==> src/rtl/op2_imm_encoder_if.sv <==
// Request/result handshake bundle for the operand-2 immediate encoder.
// The requester (master) drives the request and out_ready; the encoder (slave) drives the rest.
interface op2_imm_encoder_if;
  logic        in_valid;
  logic        in_ready;
  logic [31:0] in_value;
  logic        out_valid;
  logic        out_ready;
  logic        out_found;
  logic [3:0]  out_rotate;
  logic [7:0]  out_imm8;

  modport master (
    output in_valid, in_value, out_ready,
    input  in_ready, out_valid, out_found, out_rotate, out_imm8
  );

  modport slave (
    input  in_valid, in_value, out_ready,
    output in_ready, out_valid, out_found, out_rotate, out_imm8
  );
endinterface

==> src/rtl/op2_imm_encoder.sv <==
// Iterative ARM rotated-immediate encoder: tries one even rotation per cycle, lowest first,
// and reports the first (rotate, imm8) whose imm8 ROR 2*rotate reproduces the constant.
module op2_imm_encoder (
  input  logic               clk,
  input  logic               rst_n,
  op2_imm_encoder_if.slave   bus
);

  localparam logic [1:0] IDLE   = 2'd0;
  localparam logic [1:0] SEARCH = 2'd1;
  localparam logic [1:0] DONE   = 2'd2;

  logic [1:0]  state_q;
  logic [31:0] value_q;
  logic [3:0]  rot_q;
  logic        found_q;
  logic [3:0]  rotate_q;
  logic [7:0]  imm8_q;

  logic [4:0]  shamt;
  logic [31:0] cand;
  logic        match;

  // Undo the decoder's ROR by rotating left; a shift by 32 yields zero, so shamt=0 is safe.
  assign shamt = {rot_q, 1'b0};
  assign cand  = (value_q << shamt) | (value_q >> (6'd32 - {1'b0, shamt}));
  assign match = (cand[31:8] == 24'd0);

  always_ff @(posedge clk or negedge rst_n) begin
    if (!rst_n) begin
      state_q  <= IDLE;
      value_q  <= '0;
      rot_q    <= '0;
      found_q  <= 1'b0;
      rotate_q <= '0;
      imm8_q   <= '0;
    end else begin
      // NOTE: non-blocking assignments so every register samples pre-edge values of the others.
      case (state_q)
        IDLE: begin
          if (bus.in_valid) begin
            value_q <= bus.in_value;
            rot_q   <= '0;
            state_q <= SEARCH;
          end
        end
        SEARCH: begin
          if (match) begin
            found_q  <= 1'b1;
            rotate_q <= rot_q;
            imm8_q   <= cand[7:0];
            state_q  <= DONE;
          end else if (rot_q == 4'd15) begin
            found_q  <= 1'b0;
            rotate_q <= '0;
            imm8_q   <= '0;
            state_q  <= DONE;
          end else begin
            rot_q <= rot_q + 4'd1;
          end
        end
        DONE: begin
          if (bus.out_ready) state_q <= IDLE;
        end
        default: state_q <= IDLE;
      endcase
    end
  end

  // Handshake flags decode straight from the state register, so nothing from in_* reaches out_*.
  assign bus.in_ready   = (state_q == IDLE);
  assign bus.out_valid  = (state_q == DONE);
  assign bus.out_found  = found_q;
  assign bus.out_rotate = rotate_q;
  assign bus.out_imm8   = imm8_q;

endmodule

==> src/flat_wrapper.sv <==
// flat-port wrapper written by rule: the top's interface ports become plain ports
module op2_imm_encoder_flat 
  (clk, rst_n, bus_in_valid, bus_in_value, bus_out_ready, bus_in_ready, bus_out_valid, bus_out_found, bus_out_rotate, bus_out_imm8);
  op2_imm_encoder_if bus_i ();
  input  logic clk;
  input  logic rst_n;
  input wire logic [$bits(bus_i.in_valid)-1:0] bus_in_valid;
  input wire logic [$bits(bus_i.in_value)-1:0] bus_in_value;
  input wire logic [$bits(bus_i.out_ready)-1:0] bus_out_ready;
  output wire logic [$bits(bus_i.in_ready)-1:0] bus_in_ready;
  output wire logic [$bits(bus_i.out_valid)-1:0] bus_out_valid;
  output wire logic [$bits(bus_i.out_found)-1:0] bus_out_found;
  output wire logic [$bits(bus_i.out_rotate)-1:0] bus_out_rotate;
  output wire logic [$bits(bus_i.out_imm8)-1:0] bus_out_imm8;
  assign bus_i.in_valid = bus_in_valid;
  assign bus_i.in_value = bus_in_value;
  assign bus_i.out_ready = bus_out_ready;
  assign bus_in_ready = bus_i.in_ready;
  assign bus_out_valid = bus_i.out_valid;
  assign bus_out_found = bus_i.out_found;
  assign bus_out_rotate = bus_i.out_rotate;
  assign bus_out_imm8 = bus_i.out_imm8;
  op2_imm_encoder u_core (.clk(clk), .rst_n(rst_n), .bus(bus_i));
endmodule
==> config.mk <==
export PLATFORM = sky130hd
export DESIGN_NAME = op2_imm_encoder_flat
export DESIGN_NICKNAME = d
export VERILOG_FILES = /design/src/rtl/op2_imm_encoder_if.sv /design/src/rtl/op2_imm_encoder.sv /design/src/flat_wrapper.sv
export SDC_FILE = /design/constraint.sdc
export NUM_CORES = 1
export LEC_CHECK = 0
export ABC_AREA = 0
export CORE_MARGIN = 2
export CORE_UTILIZATION = 64
export DETAILED_ROUTE_END_ITERATION = 7
export DONT_BUFFER_PORTS = 1
export PLACE_DENSITY = 0.8
export SYNTH_ARGS = -nofsm -noshare
export SYNTH_HDL_FRONTEND = slang
export SYNTH_SLANG_ARGS = --single-unit
==> constraint.sdc <==
create_clock -name clk -period 5.2 [get_ports clk]
set_clock_uncertainty 0.2 [all_clocks]
set_input_delay 0.52 -clock clk [delete_from_list [all_inputs] [get_ports clk]]
set_output_delay 0.52 -clock clk [all_outputs]
set_load 0.1 [all_outputs]
### Word-level counts from Yosys, hierarchy flattened

Index checks and enable logic that the tools add are counted.

| cells by class | value |
|---|---|
| equal/unequal tests | 8 |
| reductions and logical operators | 8 |
| bitwise logic cells | 1 |
| shifts and indexed selects | 2 |
| add/subtract/negate cells | 2 |
| multiplexer cells | 15 |

Operators by type and width:

| operator | count |
|---|---|
| bitwise OR 32 bit | 1 |
| << shifter 32 x 5 -> 32 bit | 1 |
| right shift 32 x 6 -> 32 bit | 1 |
| zero test 24 bit | 1 |
| 2-to-1 mux 4 bit | 5 |
| 2-to-1 mux 8 bit | 2 |
| 2-to-1 mux 2 bit | 4 |
| inequality test 2 bit (second input constant) | 4 |
| case mux 4 bit (2 select lines) | 1 |
| case mux 2 bit (3 select lines) | 1 |
| subtractor 6 x 5 -> 6 bit (first input constant) | 1 |
| adder 4 x 1 -> 4 bit (second input constant) | 1 |
| == test 4 bit (second input constant) | 1 |
| AND reduction 2 bit | 2 |
| AND reduction 4 bit | 1 |
| nonzero test 2 bit | 2 |
| inequality test 3 x 1 -> 1 bit (second input constant) | 1 |
| AND reduction 3 bit | 1 |
| == test 2 x 1 -> 1 bit (second input constant) | 1 |
| == test 2 bit (second input constant) | 1 |
| zero test 2 bit | 1 |
| 2-to-1 mux 1 bit | 2 |

| storage, ports and cells | value |
|---|---|
| word-level logic and storage cells | 42 |
| output and inout port bits | 15 |
| input port bits | 36 |
| register bits | 51 |

### Depth between registers and ports, before layout

Gate-level depths: netlist of the first run.

| logic depth | value |
|---|---|
| word-level depth | 6 |
| depth in mapped cells | 14 |
| mapped depth without buffers | 10 |

### Least setup slack after synthesis of the first run

No wires, ideal clock.

| path | value |
|---|---|
| path kind | register -> register |
| start point | register u_core.rot_q[0] |
| end point | register u_core.imm8_q[2] (netlist: u_core.bus.out_imm8[2]) |
| path slack | 1.236 ns |
| arrival | 3.642 ns |
| setup time | 0.122 ns |
| stages on the path, launching flop included | 14 |
| period minus slack after synthesis | 3.964 ns |
| required time | 4.878 ns |
| buffers on the path | 4 |
| cells stage by stage | dfrtp_1 -> buf_6 -> buf_2 -> inv_2 -> ha_1 -> buf_1 -> mux4_2 -> or3_1 -> a2111o_1 -> a22oi_2 -> o211ai_2 -> a21o_1 -> buf_6 -> a22o_1 |

| on the way | value |
|---|---|
| word-level cells in the longest chain between the ends | 6 |
| elaborated cells between the ends (all ways) | 9 |
| classes of those cells | add/sub: 1; eq/ne: 1; shift: 2; mux: 1; bitwise: 1; reduce/logical: 3 |

Ends and longest elaborated chain:

| what | RTL line | source |
|---|---|---|
| start, declared | op2_imm_encoder.sv:15 | `logic [3:0] rot_q;` |
| start signal, assigned | op2_imm_encoder.sv:59 | `rot_q <= rot_q + 4'd1;` |
| subtractor 6 x 5 -> 6 bit | op2_imm_encoder.sv:26 | `assign cand = (value_q << shamt) \| (value_q >> (6'd32 - {1'b0, shamt}));` |
| right shift 32 x 6 -> 32 bit | op2_imm_encoder.sv:26 |  |
| bitwise OR 32 bit | op2_imm_encoder.sv:26 |  |
| zero test 24 bit | op2_imm_encoder.sv:27 | `assign match = (cand[31:8] == 24'd0);` |
| nonzero test 2 bit (no source line) | -- |  |
| AND reduction 2 bit (no source line) | -- |  |
| end signal, assigned | op2_imm_encoder.sv:51 | `imm8_q <= cand[7:0];` |
| end, declared | op2_imm_encoder.sv:18 | `logic [7:0] imm8_q;` |

Several ways; a longest one is shown, not always the timed one.
A chain may end at the register's enable or synchronous reset.

### Worst setup path after layout of the first run

| path | value |
|---|---|
| start point | register u_core.rot_q[1] |
| end point | register u_core.rotate_q[1] (netlist: u_core.bus.out_rotate[1]) |

| on the way | value |
|---|---|
| word-level cells in the longest chain between the ends | 6 |
| elaborated cells between the ends (all ways) | 9 |
| classes of those cells | add/sub: 1; eq/ne: 1; shift: 2; mux: 1; bitwise: 1; reduce/logical: 3 |

Ends and longest elaborated chain:

| what | RTL line | source |
|---|---|---|
| subtractor 6 x 5 -> 6 bit | op2_imm_encoder.sv:26 |  |
| right shift 32 x 6 -> 32 bit | op2_imm_encoder.sv:26 |  |
| bitwise OR 32 bit | op2_imm_encoder.sv:26 |  |
| zero test 24 bit | op2_imm_encoder.sv:27 |  |
| nonzero test 2 bit (no source line) | -- |  |
| AND reduction 2 bit (no source line) | -- |  |
| end signal, assigned | op2_imm_encoder.sv:50 | `rotate_q <= rot_q;` |
| end, declared | op2_imm_encoder.sv:17 | `logic [3:0] rotate_q;` |

Several ways; a longest one is shown, not always the timed one.

==> metrics.md, run 1 <==
| Metric | Value |
|---|---|
| Outcome | `finished clean` |
| Hold slack | `0.1058 ns` |
| Core Area | `5851 µm²` |
| Ant. Diodes | `0` |
| Die Wd | `81.20 µm` |
| CTS Root Cell | `clkbuf_8` |
| Unrepaired setup endpoints after global routing | `false` |
| Hold/Removal Path Class | `in -> reg` |
| # nets final | `462` |
| Largest net degree at the start of global routing | `67` |
| CP Capture Type | `flop` |
| DR vias/cell | `6.698` |
| CP required | `5.25 ns` |
| Count leader, synth | `nand2_1` |
| Post-synth EDFFs | `0` |
| Die Span Y | `81.20 µm` |
| Final hold violation count | `0` |
| Cells after Synth | `443` |
| Tmin final | `4.337 ns` |
| RePlAce Congestion | `0.9316` |
| Netlist cell types | `57` |
| Slew margin rel. | `25.89%` |
| DRC Markers | `0` |
| Share of the synthesized area in the top cell type | `33.46%` |
| Ys async rst share | `100.0%` |
| DP Wirelength | `6.577 mm` |
| CTS sink cnt | `51` |
| DP Cell Count | `490` |
| Number of antenna-violating nets in the routed design | `0` |
| Area of the multi-input gates | `2359 µm²` |
| Synth top area cells | `dfrtp_1, nand2_1, mux4_2` |
| Clock tree buffer depth | `2` |
| Critical path class | `reg -> reg` |
| Arrival time worst endpoint | `4.39 ns` |
| Clock Latency Late Sink | `0.31 ns` |
| Total gr overflow | `0` |
| Final worst-path cycle share | `83.41%` |
| Die area | `6593 µm²` |
| TritonCTS buffer count | `5` |
| Fmax | `230.6 MHz` |
| Drt total wl | `9.340 mm` |
| P&R area growth vs syn | `3.346%` |
| Setup TNS | `0 ns` |
| Top cell type by total area after synthesis | `dfrtp_1` |
| Number of synthesized register bits | `51` |
| Mean area per synthesized cell | `8.609 µm²` |
| Wirelength per Cell | `18.68 µm` |
| Pre-CTS setup slack | `0.9242 ns` |
| Top post-synthesis cells by count | `nand2_1, dfrtp_1, mux2i_1` |
| Max-slew violation count | `0` |
| Initial Utilization | `65.18%` |
| TritonCTS clock tree | `yes` |
| Worst Tran Pin Value | `1.111 ns` |
| Fraction of layout instances using a drive strength above 1 | `10.82%` |
| Syn nets | `481` |
| IO Count | `51` |
| PortBufs | `0` |
| Most common flop cell mapped by yosys | `dfrtp_1` |
| DRT iter0 DRCs | `271` |
| Syn. warnings | `0` |
| Pre-antenna DRT Iters | `4` |
| Seq/Total Area, Yosys | `33.46%` |
| PnR worst setup slack | `0.8626 ns` |
| Clock slew seen by the registers of the worst setup and hold paths | `0.09 ns` |
| First-pass GRT wire length | `15.68 mm` |
| MaxCap Viol Count | `0` |
| CP Launch Type | `flop` |
| # setup viols final | `0` |
| Register area | `1277 µm²` |
| Antenna violations before repair | `0` |
| H-tree depth | `2` |
| Finished Layout Cells | `500` |
| Vias in the first global route | `3122` |
| Total GRT Usage | `30.78%` |
| Via count | `3349` |
| Synth Cell Area | `3814 µm²` |
| Fillers | `461` |
| Num rows | `28` |
| Largest fanout on the critical path | `18` |
| PostCTS Resize Cnt | `0` |
-- worst max-delay path, cell delays in order, from the launching register on --
cell and delay, ns:
dfrtp_1 0.37, clkinv_1 0.22, ha_1 0.79, buf_4 0.33
mux2i_1 0.24, mux2i_1 0.18, nor4_1 0.48, a221oi_1 0.20
a211oi_2 0.29, o211ai_2 0.20, nor2_1 0.55, a22o_1 0.24
-- worst paths after layout --
kind / start / end / slack, ns / cells after the start
max: u_core.rot_q[1] / u_core.bus.out_rotate[1] / 0.86 / 11
min reg2reg: u_core.value_q[9] / u_core.value_q[9] / 0.39 / 2
min in group asynchronous: rst_n / u_core.value_q[28] / 0.54 / 2
min: bus_out_ready / u_core.state_q[1] / 0.11 / 1
max in group asynchronous: rst_n / u_core.rot_q[0] / 4.00 / 2
max reg2reg: u_core.rot_q[1] / u_core.bus.out_rotate[1] / 0.86 / 11
-- layout by cell type, fill, tap and decap left out, types with 7 or more instances in the layout --
cell and n:
buf_4 8, o21ai_0 22, nand2_1 121, nor2b_1 7, a21oi_1 22, nor2_1 21
a22o_1 11, nand3_1 12, mux4_2 14, nor3_1 16, mux2i_1 25, dfrtp_1 50
-- kinds of logic after synthesis --
family,Yosys count,share of synthesized area (%)
AOI/OAI and AO/OA,94,17.42
xor gates and xnor gates,3,0.6891
adders and majority gates,2,0.6561
buffers and inverters,42,4.757
DFF,51,33.46
muxes,47,19.16
and+or+nand+nor,204,23.85
-- metrics by stage --
step	util [%]	area, µm²
3_3_place_gp	65.16	3812
4_1_cts	67.37	3941
2_1_floorplan	-	3814
5_1_grt	67.37	3941
6_report	67.37	3941
3_5_place_dp	65.16	3812
-- layer usage --
layer | track usage, % | part of all wire (%) | up-vias
met5 | 0 | 0 | -
met4 | 10.00 | 2.7 | 0
met3 | 5.444 | 6.9 | 28
met2 | 48.76 | 47 | 154
met1 | 43.02 | 43 | 1608
li1 | - | - | 1559
-- flip-flops by register name, indices dropped and copies added, names as in the netlist --
register	cells
u_core.bus.out_found	1
u_core.bus.out_rotate	4
u_core.bus.out_imm8	8
u_core.value_q	32
u_core.state_q	2
u_core.rot_q	4
-- area by class of cell --
| class | count | share of cell area (%) |
|---|---|---|
| multi-input cells | 350 | 59.84 |
| flip-flops and latches | 51 | 32.41 |
| repair buffers | 10 | 2.476 |
| well taps | 75 | 2.381 |
| clock buffers | 7 | 2.190 |
| inverters | 6 | 0.5714 |
| clock inverters | 1 | 0.1270 |
-- timing repair --
item / 4_1_cts / 5_1_grt
buffers inserted: 0 / 0
hold buffers: 2 / 0
endpoints found under the hold margin: 51 / 0
Power of run 1 is not shown: default switching activity piles up to over one toggle a cycle in this logic, so the estimate is an artifact.
==> run 2, diff against run 1 <==
Clock period 5.2 ns to 4.2 ns, I/O delays scaled along.
==> metrics.md, run 2 (synthesis gave the netlist of run 1 again) <==
| Metric | Value |
|---|---|
| PnR worst setup slack | `0.3752 ns` |
| Cells on worst reg2reg path | `11` |
| R2r setup slk | `0.38 ns` |
| Ant. Diodes | `0` |
| Die Span Y | `81.20 µm` |
| Final hold violation count | `0` |
| CP Launch Type | `flop` |
| Initial Utilization | `65.18%` |
| Reg with most FFs | `u_core.value_q` |
| Fraction of layout instances using a drive strength above 1 | `11.89%` |
| Worst Tran Pin Value | `0.9432 ns` |
| Max-slew violation count | `0` |
| Final worst-path cycle share | `91.07%` |
| Die Wd | `81.20 µm` |
| # setup viols final | `0` |
| Setup TNS | `0 ns` |
| MaxCap Viol Count | `0` |
| CP cell instances | `inv_2 -> ha_1 -> buf_4 -> mux4_2 -> or4_4 -> nor3_4 -> a221oi_2 -> a22oi_2 -> o211ai_2 -> a21o_1 -> a22o_1` |
| Number of antenna-violating nets in the routed design | `0` |
| Pre-antenna DRT Iters | `4` |
| Clock Latency Late Sink | `0.32 ns` |
| Hold slack | `0.0003108 ns` |
| Area of the multi-input gates | `2361 µm²` |
| Tmin final | `3.825 ns` |
| CTS Root Cell | `clkbuf_8` |
| Clock slew seen by the registers of the worst setup and hold paths | `0.10 ns` |
| TritonCTS clock tree | `yes` |
| Unrepaired setup endpoints after global routing | `false` |
| Largest fanout on the critical path | `15` |
| DP Wirelength | `6.750 mm` |
| Fmax | `261.5 MHz` |
| Fillers | `480` |
| CP required | `4.20 ns` |
| Critical path class | `reg -> reg` |
| DRT iter0 DRCs | `281` |
| H-tree depth | `2` |
| Vias in the first global route | `3172` |
| CP Launch Point | `u_core.rot_q[0]` |
| Arrival time worst endpoint | `3.82 ns` |
| Core Area | `5851 µm²` |
| Register area | `1277 µm²` |
| Via count | `3383` |
| CP Capture Type | `flop` |
| P&R area growth vs syn | `4.757%` |
| First-pass GRT wire length | `16.11 mm` |
| Wirelength per Cell | `19.40 µm` |
| Drt total wl | `9.780 mm` |
| Slew margin rel. | `37.12%` |
| Antenna violations before repair | `0` |
| RR Endpoint | `u_core.bus.out_imm8[2]` |
| IO Count | `51` |
| Commonest non-fill, non-tap cell in the layout | `nand2_1` |
| Setup crit end | `u_core.bus.out_imm8[2]` |
| Num rows | `28` |
| Worst path slowest cell | `or4_4` |
| # nets final | `466` |
| DR vias/cell | `6.712` |
| Largest net degree at the start of global routing | `67` |
| DRC Markers | `0` |
| Most frequent cells in the layout | `nand2_1, dfrtp_1, mux2i_1` |
| Total gr overflow | `0` |
| PortBufs | `0` |
| Clock tree buffer depth | `2` |
| R2r startpoint | `u_core.rot_q[0]` |
| RePlAce Congestion | `0.9696` |
| Outcome | `finished clean` |
| CTS sink cnt | `51` |
| Crit-path max cell delay | `0.50 ns` |
| Max reg flops | `32` |
| Hold/Removal Path Class | `in -> reg` |
| Total GRT Usage | `32.00%` |
| Pre-CTS setup slack | `0.3535 ns` |
| TritonCTS buffer count | `5` |
| Die area | `6593 µm²` |
-- run 2: changes by cell type in the layout (fill, tap and decap cells not counted) --
| cell | change |
|---|---|
| nor2_2 | +1 |
| buf_12 | +1 |
| clkbuf_8 | +1 |
| clkinv_2 | -1 |
| buf_4 | +3 |
| nor2_1 | -1 |
-- run 2: cell type report --
class	instances	share of cell area, %
multi-input cells	350	59.10
flip-flops and latches	51	31.98
repair buffers	14	3.508
clock buffers	8	2.505
well taps	75	2.349
inverters	6	0.5637
-- run 2: worst max-delay path: cells and delay by family (launching register included) --
kind | cells | cell delay (ns)
buffers and inverters | 2 | 0.38
adder cells (fa/ha/maj) | 1 | 0.49
AND/OR/NAND/NOR | 2 | 0.66
AO/OA/AOI/OAI | 5 | 1.21
flip-flops | 1 | 0.40
multiplexers | 1 | 0.33
-- run 2: routing by layer --
layer | share of wire (%) | GRT usage, % | vias to the layer above
met2 | 48 | 50.17 | 151
met4 | 2.6 | 14.24 | 0
met5 | 0 | 0 | -
met3 | 7.0 | 5.222 | 25
li1 | - | - | 1567
met1 | 43 | 43.80 | 1640
-- run 2: worst min path at each step --
| stage | end | start | cells after the start |
|---|---|---|---|
| 6_report | u_core.value_q[24] | bus_in_value[24] | 2 |
| 5_1_grt | u_core.value_q[30] | bus_in_value[30] | 2 |
| 4_1_cts | u_core.value_q[26] | bus_in_value[26] | 2 |
| 3_5_place_dp | u_core.value_q[29] | rst_n | 0 |
| 3_3_place_gp | u_core.value_q[25] | rst_n | 0 |
| 2_1_floorplan | u_core.bus.out_found | rst_n | 0 |
-- run 2: repair_timing --
action | CTS | global route
endpoints found under the hold margin | 51 | 0
resized for setup | 0 | 1
setup endpoints to repair | 0 | 1
hold buffers | 2 | 0
setup buffers | 0 | 0
-- run 2: per-stage QoR --
step | instance area, µm² | util (%) | instances
floorplan | 3814 | - | 443
global placement | 3855 | 65.89 | 494
detailed placement | 3855 | 65.89 | 494
CTS | 3993 | 68.24 | 504
global route | 3995 | 68.28 | 504
finish | 3995 | 68.28 | 504
Power of run 2 is left out for the same reason.
==> run 3, diff against run 2 <==
Settings changed: GPL_ROUTABILITY_DRIVEN set to 1.
==> results of run 3 <==
No change in the layout: final DEF, timing and power equal those of run 2.
Power of run 3 is left out for the same reason.
==> RTL edit (config.mk and constraints of run 2) <==
Make the reset (`rst_n`) synchronous in one clocked block.
--- a/src/rtl/op2_imm_encoder.sv
+++ b/src/rtl/op2_imm_encoder.sv
@@ -26,7 +26,7 @@
   assign cand  = (value_q << shamt) | (value_q >> (6'd32 - {1'b0, shamt}));
   assign match = (cand[31:8] == 24'd0);
 
-  always_ff @(posedge clk or negedge rst_n) begin
+  always_ff @(posedge clk) begin
     if (!rst_n) begin
       state_q  <= IDLE;
       value_q  <= '0;
Function: differs if rst_n is asserted again (counterexample within 4 cycles, from zero or initial values and one cycle with rst_n low); with rst_n held inactive, the same outputs for 10 cycles.
==> RTL edit against run 2 <==
Wire length down 3.5%. Hold slack improved by 0.022 ns. Final area shrank 4.4%. Sequential share of layout area fell by 5.2 points. Sequential cell count unchanged. Non-clock buffer count up 2. Synthesized area shrank 4.9%. Worst setup slack got worse by 0.032 ns. Critical endpoint is now u_core.bus.out_rotate[0]$_SDFFE_PN0P_.
Power is left out: it rests on default switching activity, and per cell area and clock period it moved more than threefold.
==> RTL edit: results <==
[critical_path]
crit_path_max_fanout = 18
crit_end = u_core.bus.out_rotate[0]$_SDFFE_PN0P_
worstPathArrival_ns = 3.90
critPathLaunch = u_core.rot_q[1]$_SDFFE_PN0P_
rr_worst_depth = 11
crit_type = reg -> reg
reg2reg_to = u_core.bus.out_rotate[0]$_SDFFE_PN0P_

[global_route]
grt_pass1_vias = 3067
antenna_found_initial = 0
use_met3_pct = 6.25
globalRouteMet2Util_pct = 49.1
met1_usage_pct = 42.5
grt_max_degree = 58
grt_usage_pct = 30.9
grt_pass1_wl_mm = 15.2

[placement]
place_area_sq_mm = 0.00369
dpl.hpwl_mm = 6.67
dpl_worst_slack_ns = 0.428
gp_congestion = 0.943
dp_cells = 490

[status]
status = finished, final reports clean

[sta]
slew_headroom_pct = 24.7
finalHoldViolCount = 0
fin_ws_ns = 0.343

[cells_and_area]
largest_reg_flops = 32
drive_gt1_share_pct = 14.6
n_antenna_cell = 0
nets = 463

[clock_network]
h-tree-depth = 2
clk_path_buf_depth = 2
insertion_delay_ns = 0.31
clkTransAtPathRegs_ns = 0.10
cts-root-buf = clkbuf_8
post_cts_buffers = 0
post_cts_resized = 0
numCtsBuffers = 5

[hold_path]
whs_endpoint = u_core.bus.out_rotate[3]$_SDFFE_PN0P_
worstHoldStart = rst_n
min_path_type = in -> reg
hold_path_depth = 1

[synthesis]
synthesis.nets = 475
yosysWarningCount = 0
ys_types = 57
yosys-top-cells-area = dfxtp_1 (28%), mux4_2 (12%), nand2_1 (9.9%), a21oi_1 (6.9%), mux2i_1 (4.4%)
synth_flop_cell = dfxtp_1
synth-seq-area-share_pct = 28.2
synth_top_cells_by_count = nand2_1 (96), dfxtp_1 (51), a21oi_1 (50)
syn_avg_cell_area_sq_um = 8.30
async_reset_ff_share_pct = 0

[routing]
num_vias = 3375
dr.pass1.iters = 8
drtIter0Drc = 341
viasPerCell = 6.78
drt_wl_total_mm = 9.44
[RTL edit: layer usage]
layer,part of all wire [%],vias to the layer above
li1,-,1588
met1,42,1572
met2,46,177
met3,9.4,38
met4,3.0,0
met5,0,-
[RTL edit: logic make-up (layout without fill, tap and decap cells)]
kind of cell | Yosys count | in the layout | synth area share [%]
simple gates | 173 | 173 | 21.4
compound gates | 121 | 121 | 23.4
flops | 51 | 51 | 28.2
mux | 43 | 43 | 19.9
buf+inv | 43 | 32 | 5.45
xor+xnor | 4 | 4 | 0.966
fa+ha+maj | 2 | 2 | 0.690
[RTL edit: cell type report]
cell class	count	area [sq um]
clock inverter	2	60.1
sequential	51	1020
tap	72	90.1
inverter	8	30.0
fill	455	1650
multi-input combinational	343	2410
clock buffer	6	72.6
timing repair buffer	16	133
[RTL edit: critical path: stages, from the launching register on]
cell      delay, ns
dfxtp_1        0.36
inv_2          0.10
ha_1           0.65
buf_4          0.36
mux4_2         0.36
nor4_1         0.37
and4b_1        0.30
o22ai_1        0.09
nand3_1        0.11
o211ai_2       0.10
or3_1          0.55
o22ai_1        0.24
[RTL edit: stage by stage]
step	hold WS, ns	utilization [%]
2_1_floorplan	0.264	-
3_3_place_gp	0.303	67.4
3_5_place_dp	0.314	67.4
4_1_cts	0.0237	69.8
5_1_grt	0.0280	69.8
6_report	0.0222	69.8
